--- src/rtl/rx_pipe.sv ---
// ---------------------------------------------------------------------------
// rx_pipe: receive half of the UART link.
//
// Deserialises 8N1 frames arriving on the asynchronous rx line and buffers
// the received bytes in a first-word-fall-through FIFO. The design has three
// stages:
//   - a 2-FF synchroniser that brings rx into the clk domain (rx_s)
//   - a receive FSM that samples each bit at its centre
//   - a DEPTH-entry FIFO drained by the consumer through pop_front
//
// Handshake: the consumer may assert pop_front in any cycle. A pop takes
// effect at the next posedge only if the FIFO is non-empty. data_out is the
// head byte and is valid whenever empty is low.
//
// Ports:
//   clk            in   1      clock
//   rst            in   1      synchronous, active-high reset
//   rx             in   1      asynchronous serial line, idle high
//   pop_front      in   1      remove the head byte this cycle
//   data_out       out  WIDTH  head byte (0 while empty)
//   empty          out  1      FIFO holds no bytes
//   full           out  1      FIFO holds DEPTH bytes
//   framing_error  out  1      sticky: a stop bit was sampled low
//   overrun        out  1      sticky: a byte was dropped because FIFO full
//   underflow      out  1      sticky: pop_front was asserted while empty
// ---------------------------------------------------------------------------
module rx_pipe #(
    parameter int CLK_FREQ = 12_000_000,
    parameter int BAUD     = 9_600,
    parameter int DEPTH    = 16
) (
    input  logic       clk,
    input  logic       rst,
    input  logic       rx,
    input  logic       pop_front,
    output logic [7:0] data_out,
    output logic       empty,
    output logic       full,
    output logic       framing_error,
    output logic       overrun,
    output logic       underflow
);

    localparam int WIDTH        = 8;
    localparam int CLKS_PER_BIT = CLK_FREQ / BAUD;
    localparam int CNT_W        = $clog2(CLKS_PER_BIT);
    localparam int PW           = $clog2(DEPTH);
    localparam int CW           = PW + 1;

    localparam logic [CNT_W-1:0] FULL_BIT = CNT_W'(CLKS_PER_BIT - 1);
    localparam logic [CNT_W-1:0] HALF_BIT = CNT_W'(CLKS_PER_BIT / 2 - 1);
    localparam logic [CW-1:0]    DEPTH_C  = CW'(DEPTH);

    typedef enum logic [2:0] {
        S_IDLE,
        S_START,
        S_DATA,
        S_STOP,
        S_BREAK
    } state_t;

    // ---------------------------------------------------------------------
    // Synchroniser. Both stages reset to 1 so a reset never looks like a
    // start bit.
    // ---------------------------------------------------------------------
    logic sync1_q, sync1_d;
    logic sync2_q, sync2_d;
    logic rx_s;

    always_comb begin
        sync1_d = rx;
        sync2_d = sync1_q;
    end

    assign rx_s = sync2_q;

    // ---------------------------------------------------------------------
    // Receive FSM
    // ---------------------------------------------------------------------
    state_t                 state_q, state_d;
    logic [CNT_W-1:0]       clk_cnt_q, clk_cnt_d;
    logic [2:0]             bit_idx_q, bit_idx_d;
    logic [WIDTH-1:0]       shift_q, shift_d;
    logic                   push_q, push_d;
    logic                   framing_q, framing_d;

    always_comb begin
        state_d   = state_q;
        clk_cnt_d = clk_cnt_q;
        bit_idx_d = bit_idx_q;
        shift_d   = shift_q;
        push_d    = 1'b0;
        framing_d = framing_q;

        unique case (state_q)
            S_IDLE: begin
                if (!rx_s) begin
                    state_d   = S_START;
                    clk_cnt_d = '0;
                end
            end
            S_START: begin
                // Half a bit in: a real start bit is still low here,
                // a short glitch has already returned high.
                if (clk_cnt_q == HALF_BIT) begin
                    clk_cnt_d = '0;
                    bit_idx_d = '0;
                    state_d   = rx_s ? S_IDLE : S_DATA;
                end else begin
                    clk_cnt_d = clk_cnt_q + 1'b1;
                end
            end
            S_DATA: begin
                if (clk_cnt_q == FULL_BIT) begin
                    clk_cnt_d          = '0;
                    shift_d[bit_idx_q] = rx_s;
                    if (bit_idx_q == 3'd7) begin
                        state_d = S_STOP;
                    end else begin
                        bit_idx_d = bit_idx_q + 1'b1;
                    end
                end else begin
                    clk_cnt_d = clk_cnt_q + 1'b1;
                end
            end
            S_STOP: begin
                if (clk_cnt_q == FULL_BIT) begin
                    clk_cnt_d = '0;
                    if (rx_s) begin
                        push_d  = 1'b1;
                        state_d = S_IDLE;
                    end else begin
                        framing_d = 1'b1;
                        state_d   = S_BREAK;
                    end
                end else begin
                    clk_cnt_d = clk_cnt_q + 1'b1;
                end
            end
            S_BREAK: begin
                // A line held low must return high before a new frame.
                if (rx_s) begin
                    state_d = S_IDLE;
                end
            end
            default: begin
                state_d = S_IDLE;
            end
        endcase
    end

    // ---------------------------------------------------------------------
    // FIFO
    // ---------------------------------------------------------------------
    logic [WIDTH-1:0] mem_q [DEPTH];
    logic [WIDTH-1:0] mem_d [DEPTH];
    logic [PW-1:0]    wr_ptr_q, wr_ptr_d;
    logic [PW-1:0]    rd_ptr_q, rd_ptr_d;
    logic [CW-1:0]    count_q, count_d;
    logic             overrun_q, overrun_d;
    logic             underflow_q, underflow_d;
    logic             pop_ok;
    logic             push_ok;

    // A pop in the same cycle frees a slot, so a push into a full FIFO
    // is still accepted when the consumer is popping.
    assign pop_ok  = pop_front && (count_q != '0);
    assign push_ok = push_q && ((count_q != DEPTH_C) || pop_front);

    always_comb begin
        mem_d       = mem_q;
        wr_ptr_d    = wr_ptr_q;
        rd_ptr_d    = rd_ptr_q;
        count_d     = count_q;
        overrun_d   = overrun_q;
        underflow_d = underflow_q;

        if (push_ok) begin
            mem_d[wr_ptr_q] = shift_q;
            wr_ptr_d        = wr_ptr_q + 1'b1;
        end
        if (pop_ok) begin
            rd_ptr_d = rd_ptr_q + 1'b1;
        end
        if (push_ok && !pop_ok) begin
            count_d = count_q + 1'b1;
        end else if (pop_ok && !push_ok) begin
            count_d = count_q - 1'b1;
        end

        if (push_q && !push_ok) begin
            overrun_d = 1'b1;
        end
        if (pop_front && (count_q == '0)) begin
            underflow_d = 1'b1;
        end
    end

    // ---------------------------------------------------------------------
    // State registers
    // ---------------------------------------------------------------------
    always_ff @(posedge clk) begin
        if (rst) begin
            sync1_q     <= 1'b1;
            sync2_q     <= 1'b1;
            state_q     <= S_IDLE;
            clk_cnt_q   <= '0;
            bit_idx_q   <= '0;
            shift_q     <= '0;
            push_q      <= 1'b0;
            framing_q   <= 1'b0;
            wr_ptr_q    <= '0;
            rd_ptr_q    <= '0;
            count_q     <= '0;
            overrun_q   <= 1'b0;
            underflow_q <= 1'b0;
        end else begin
            sync1_q     <= sync1_d;
            sync2_q     <= sync2_d;
            state_q     <= state_d;
            clk_cnt_q   <= clk_cnt_d;
            bit_idx_q   <= bit_idx_d;
            shift_q     <= shift_d;
            push_q      <= push_d;
            framing_q   <= framing_d;
            wr_ptr_q    <= wr_ptr_d;
            rd_ptr_q    <= rd_ptr_d;
            count_q     <= count_d;
            overrun_q   <= overrun_d;
            underflow_q <= underflow_d;
        end
    end

    // Storage needs no reset: entries are only visible once written.
    always_ff @(posedge clk) begin
        mem_q <= mem_d;
    end

    // ---------------------------------------------------------------------
    // Outputs
    // ---------------------------------------------------------------------
    assign empty         = (count_q == '0);
    assign full          = (count_q == DEPTH_C);
    assign data_out      = empty ? '0 : mem_q[rd_ptr_q];
    assign framing_error = framing_q;
    assign overrun       = overrun_q;
    assign underflow     = underflow_q;

endmodule

--- config.mk ---
export PLATFORM = sky130hd
export DESIGN_NAME = rx_pipe
export DESIGN_NICKNAME = d
export VERILOG_FILES = /design/src/rtl/rx_pipe.sv
export SDC_FILE = /design/constraint.sdc
export NUM_CORES = 1
export LEC_CHECK = 0
export BUFFER_PORTS_ARGS = -buffer_cell sky130_fd_sc_hd__buf_2
export CORE_ASPECT_RATIO = 0.5
export CORE_MARGIN = 2
export CORE_UTILIZATION = 30
export DETAILED_ROUTE_END_ITERATION = 10
export PLACE_DENSITY = 0.45
export SLEW_MARGIN = 25
export SYNTH_ARGS = -nofsm -noshare
export SYNTH_HDL_FRONTEND = slang
export SYNTH_SLANG_ARGS = --single-unit
--- constraint.sdc ---
create_clock -name clk -period 2.65 [get_ports clk]
set_input_delay 0.265 -clock clk [delete_from_list [all_inputs] [get_ports clk]]
set_output_delay 0.265 -clock clk [all_outputs]
set_load 0.02 [all_outputs]
== Yosys cells after proc, flatten, opt, wreduce, memory -nomap -nowiden ==
Cells that the tools add are included.

* Register bits: 172
* Input bits: 4
* Output and inout bits: 13
* Logic and storage cells: 115

* Add/subtract/negate cells: 6
* Order comparisons: 5
* Equality and inequality tests: 16
* Mux-type cells: 30
* Bitwise operators: 5
* Reduce and logical (&&, ||, !) cells: 24

{| class="wikitable"
|+ Operator list
! cell !! number
|-
| $bwmux 128 || 1
|-
| $mux 11 || 3
|-
| $pmux 11 s3 || 1
|-
| $bmux 8 s4 || 1
|-
| $demux 8 s4 || 1
|-
| $mux 8 || 4
|-
| $mux 3 || 10
|-
| $pmux 3 s5 || 1
|-
| $ne 2x2->1 const B || 7
|-
| $add 11x1->11 const B || 1
|-
| $eq 11x10->1 const B || 1
|-
| $eq 11x11->1 const B || 1
|-
| $ge 5x5->1 const B || 2
|-
| $mux 5 || 2
|-
| $not 4->5 || 2
|-
| $add 4x1->4 const B || 2
|-
| $bwmux 8 || 1
|-
| $logic_and 1x1->1 || 8
|-
| $eq 3x2->1 const B || 2
|-
| $eq 3x3->1 const B || 2
|-
| $pmux 3 s2 || 1
|-
| $reduce_and 6->1 || 1
|-
| $add 5x1->5 const B || 1
|-
| $eq 5x5->1 const B || 1
|-
| other kinds (23) || 29
|}

== Logic depth before layout (Yosys ltp) ==
* Depth after elaboration: 7
* Mapped depth: 10
* Gate-level depth less buffers: 10

== Worst setup path before layout ==
Ideal clock, no wire load.

* Kind: flip-flop to flip-flop
* Start: register count_q[0]
* End: register count_q[4]
* Setup time: 123 ps
* Data arrival time: 2801 ps
* Data required time: 2527 ps
* Setup slack: -274 ps
* Cell stages (with the launch flop): 11
* Buffers on the path: 0
* Period minus slack after synthesis: 2924 ps
* Path through: dfxtp_1 > or4_1 > o21ai_2 > ha_1 > inv_1 > ha_1 > nor2b_1 > o21a_1 > or3_1 > a21oi_1 > mux2_1

* Longest elaborated chain between the ends: 6
* Elaborated cells on any way between the ends: 14
* Classes of those cells: add/sub (2); eq/ne (1); mux (2); reduce/logical (9)

{| class="wikitable"
|+ Ends and longest elaborated chain
! item !! line !! text
|-
| start: declaration || 159 || <nowiki>logic [CW-1:0] count_q, count_d;</nowiki>
|-
| start signal: assignment || 228 || <nowiki>count_q <= count_d;</nowiki>
|-
| parallel branches: the longest is 6 deep, another holds $sub 5x1->5 || -- ||
|}

Parallel ways; which one is timed is not known. The select of a mux whose other input is x is not followed.
A chain may end at the register's enable or synchronous reset.

== Worst setup path in the final report ==
* Start: register rd_ptr_q[0]
* End: output port data_out[1]

* Longest elaborated chain between the ends: 5

{| class="wikitable"
|+ Ends and longest elaborated chain
! item !! line !! text
|-
| start: declaration || 158 || <nowiki>logic [PW-1:0] rd_ptr_q, rd_ptr_d;</nowiki>
|-
| start signal: assignment || 227 || <nowiki>rd_ptr_q <= rd_ptr_d;</nowiki>
|-
| $not 4->5 (not written as such) || 244 || <nowiki>assign data_out = empty ? '0 : mem_q[rd_ptr_q];</nowiki>
|-
| $bmux 8 s4 || 244 ||
|-
| $mux 8 (not written as such) (2 in a row) || 244 ||
|-
| $mux 8 || 244 ||
|-
| end: declaration || 36 || <nowiki>output logic [7:0] data_out,</nowiki>
|}

Every way passes these cells. The select of a mux whose other input is x is not followed.

==> results.sh <==
export IMPL_crit_required_ns=2.38
export IMPL_synth_xor_area_share_pct=1.44
export IMPL_muxShareOfSynthArea_pct=14.5
export IMPL_worstPathMaxFanout=5
export IMPL_finalCritPeriodShare_pct=101
export IMPL_final_core_util_pct=36.6
export IMPL_synthSimpleGateAreaFrac_pct=9.51
export IMPL_grt_overflow=0
export IMPL_yosys_warnings=0
export IMPL_tightest_slew_ns=0.634
export IMPL_clk_root_buffer_cell="clkbuf_16"
export IMPL_max_slew_margin_rel_pct=57.7
export IMPL_antenna_found_initial=0
export IMPL_die_y_microns=114
export IMPL_netlist_area_sq_um=7300
export IMPL_grt_max_degree=36
export IMPL_min_period_ns=2.67
export IMPL_path_common_cell="mux4_2"
export IMPL_grt_pass1_wl_mm=24.2
export IMPL_clk_pin_slew_ns=0.07
export IMPL_synth_compound_area_share_pct=4.66
export IMPL_synth_adder_area_share_pct=2.84
export IMPL_holdBufCountCts=0
export IMPL_synth_top_family_by_area="multiplexers"
export IMPL_area_growth_pct=20.1
export IMPL_vias_per_cell=4.69
export IMPL_drt_total_wl_mm=15.5
export IMPL_htree_levels=4
export IMPL_critPathCaptureType="output port"
export IMPL_route_detailed_drc=0
export IMPL_grt_pass1_vias=4074
export IMPL_worstPathCellList="buf_12, buf_16, mux4_2, mux4_2, nor2b_1, buf_4"
export IMPL_drive_above_1_share_pct=27.2
export IMPL_place_hpwl_mm=9.95
export IMPL_status="complete, but fails checks"
export IMPL_slew_violations=0
export IMPL_hold_class="in -> reg"
export IMPL_design_die_area_sq_um=25700
export IMPL_diodes=0
export IMPL_crit_path_top_delay_cell="mux4_2"
export IMPL_worst_slack_ns=-0.0243
export IMPL_coreArea_sq_um=24000
export IMPL_violations="setup timing"
export IMPL_crit_type="reg -> out"
export IMPL_drt_initial_drc_count=277
export IMPL_vias=4016
export IMPL_synth_top_cell_area_share_pct=52.6
export IMPL_initial_core_util_pct=30.5
export IMPL_crit_arrival_ns=2.41
export IMPL_synth_area_leaders="edfxtp_1 (53%), dfxtp_1 (12%), mux4_2 (6.8%)"
export IMPL_synthCells=474
export IMPL_finalPower_mw=7.22
export IMPL_first_pass_iters=4
export IMPL_die_w_microns=225
export IMPL_crit_buf_inv=3
export IMPL_async_flop_share_pct=0
export IMPL_cts_buffers=17
export IMPL_cp_top_family="multiplexers"
export IMPL_numPortBuffers=16
export IMPL_vdd_drop_max_mv=0.338
export IMPL_rsz0062_at_grt="true"
export IMPL_fin_worst_skew_ns=0.00669
export IMPL_synth_edf_count=128
export IMPL_place_ws_ns=-0.0282
export IMPL_gr_usage_all_layers_pct=12.9
export IMPL_wl_per_cell_microns=18.1
export IMPL_final_common_cell="edfxtp_1"
export IMPL_insertion_delay_ns=0.43
export IMPL_setup_viol=4
export IMPL_power_density_nw_per_um2=823
export IMPL_ys_ff_latch=172
export IMPL_place_gp_congestion=0.741
export IMPL_r2r_slack_ns=0
export IMPL_ys_types=52
export IMPL_layout_common_cells="edfxtp_1 (128), nor2_1 (47), dfxtp_1 (42)"
export IMPL_yosys_area_top_type="edfxtp_1"
export IMPL_p_leak_nw=3.07
export IMPL_clockBufferDepth=2
export IMPL_tritoncts="yes"
export IMPL_numClockSinks=172
export IMPL_ys_seq_area_share_pct=64.7
export IMPL_slowest_delay_ns=0.49
export IMPL_startpoint_type="register"
export IMPL_syn_avg_cell_area_sq_um=15.4
export IMPL_io_pins=17
export IMPL_synthFlopType="edfxtp_1"
export IMPL_ant_nets=0
export IMPL_drv_cap=0
export IMPL_finalHoldViolCount=0
export IMPL_fmax_mhz=374
export IMPL_syn_num_nets=494
export IMPL_rows=40
export IMPL_final_nets=548
[cell type report]
type                    count  area (sq um)
clock buffers              18           429
inverters                  14          55.1
multi-input cells         266          2450
well taps                 315           394
repair buffers             57           517
clock inverters            14           204
fillers                  2258         15200
flip-flops and latches    172          4730
[path summary, 6_finish.rpt]
path | endpoint | from | cells after the start
setup reg to reg | count_q[4]$_SDFFE_PP0P_ | count_q[3]$_SDFFE_PP0P_ | 10
setup / recovery | data_out[1] | rd_ptr_q[0]$_SDFFE_PP0P_ | 6
hold / removal | sync1_q$_SDFF_PP1_ | rx | 2
hold reg to reg | rx_s$_SDFF_PP1_ | sync1_q$_SDFF_PP1_ | 1
[sequential cells by signal, summed over array words and instances (netlist names), 3 cells and up]
| register | flops |
|---|---|
| shift_q | 8 |
| mem_q | 128 |
| state_q | 3 |
| count_q | 5 |
| rd_ptr_q | 4 |
| wr_ptr_q | 4 |
| bit_idx_q | 3 |
| clk_cnt_q | 11 |
[metrics by stage]
step	hold WS (ns)	instance area [sq um]	cells	TNS, ns
floorplan	0.369	7340	474	-0.0499
finish	0.0261	8780	856	-0.0729
global route	0.0119	8780	856	-0.587
detailed placement	0.402	7980	815	-0.0282
CTS	0.00324	8760	856	-0.462
global placement	0.410	7980	815	-0.0213
[worst register-to-register path, delay by kind of cell, from the launching register on]
| family | cells | cell delay (ns) |
|---|---|---|
| and+or+nand+nor | 3 | 0.99 |
| AOI/OAI and AO/OA | 3 | 0.49 |
| adders and majority gates | 2 | 0.39 |
| DFF | 1 | 0.32 |
| muxes | 1 | 0.30 |
| buffers and inverters | 1 | 0.05 |
[logic make-up (layout without fill, tap and decap cells)]
| kind of cell | Yosys count | count (layout) |
|---|---|---|
| compound gates | 53 | 53 |
| simple gates | 136 | 136 |
| flops | 172 | 172 |
| buf+inv | 36 | 103 |
| mux | 49 | 49 |
| fa+ha+maj | 16 | 16 |
| xor+xnor | 12 | 12 |
[metal layers]
layer  up-vias  global-route usage [%]  share of wire [%]
met1      2035                    17.9                 49
met3        11                    3.36                4.5
met2        53                    19.9                 45
met4         0                    4.24                1.0
met5         -                       0                  0
li1       1917                       -                  -
[what timing repair did]
action                     4_1_cts  5_1_grt
pin swaps                        2        1
hold endpoints to repair         0        0
gates cloned                     3        0
setup endpoints to repair        9        9
buffers inserted                 6        1
resized for setup               19       18
[Yosys cell counts, types with 2 or more instances]
master    instances
a31oi_1           4
nand3_1           6
mux4_1           18
nor2b_1          16
or3_1             4
dfxtp_1          44
or2_2             2
or4_1             2
nand2b_1         11
inv_1            14
buf_8             2
nand3b_1          3
nor3_1            9
nor4_1            2
buf_1             5
a211oi_1          2
xor2_1            8
nor2_1           47
mux4_2           22
a22o_1            2
nor3_2            2
o31ai_1           6
nor3b_1           2
nand4_1           2
edfxtp_1        128
nand2_1          21
mux2i_1           8
ha_1             15
clkbuf_1         13
buf_6             2
xnor2_1           4
o21ai_1          13
and3_1            2
a21oi_1          15
[where the power goes]
group	leakage (nW)	switching [mW]	internal (mW)	total (mW)
Clock	0.310	1.09	1.60	2.70
Sequential	1.65	0.0713	2.90	2.98
Combinational	1.11	0.726	0.823	1.55
Total	3.07	1.89	5.33	7.22
No activity file was read; power rests on OpenSTA's default activity.
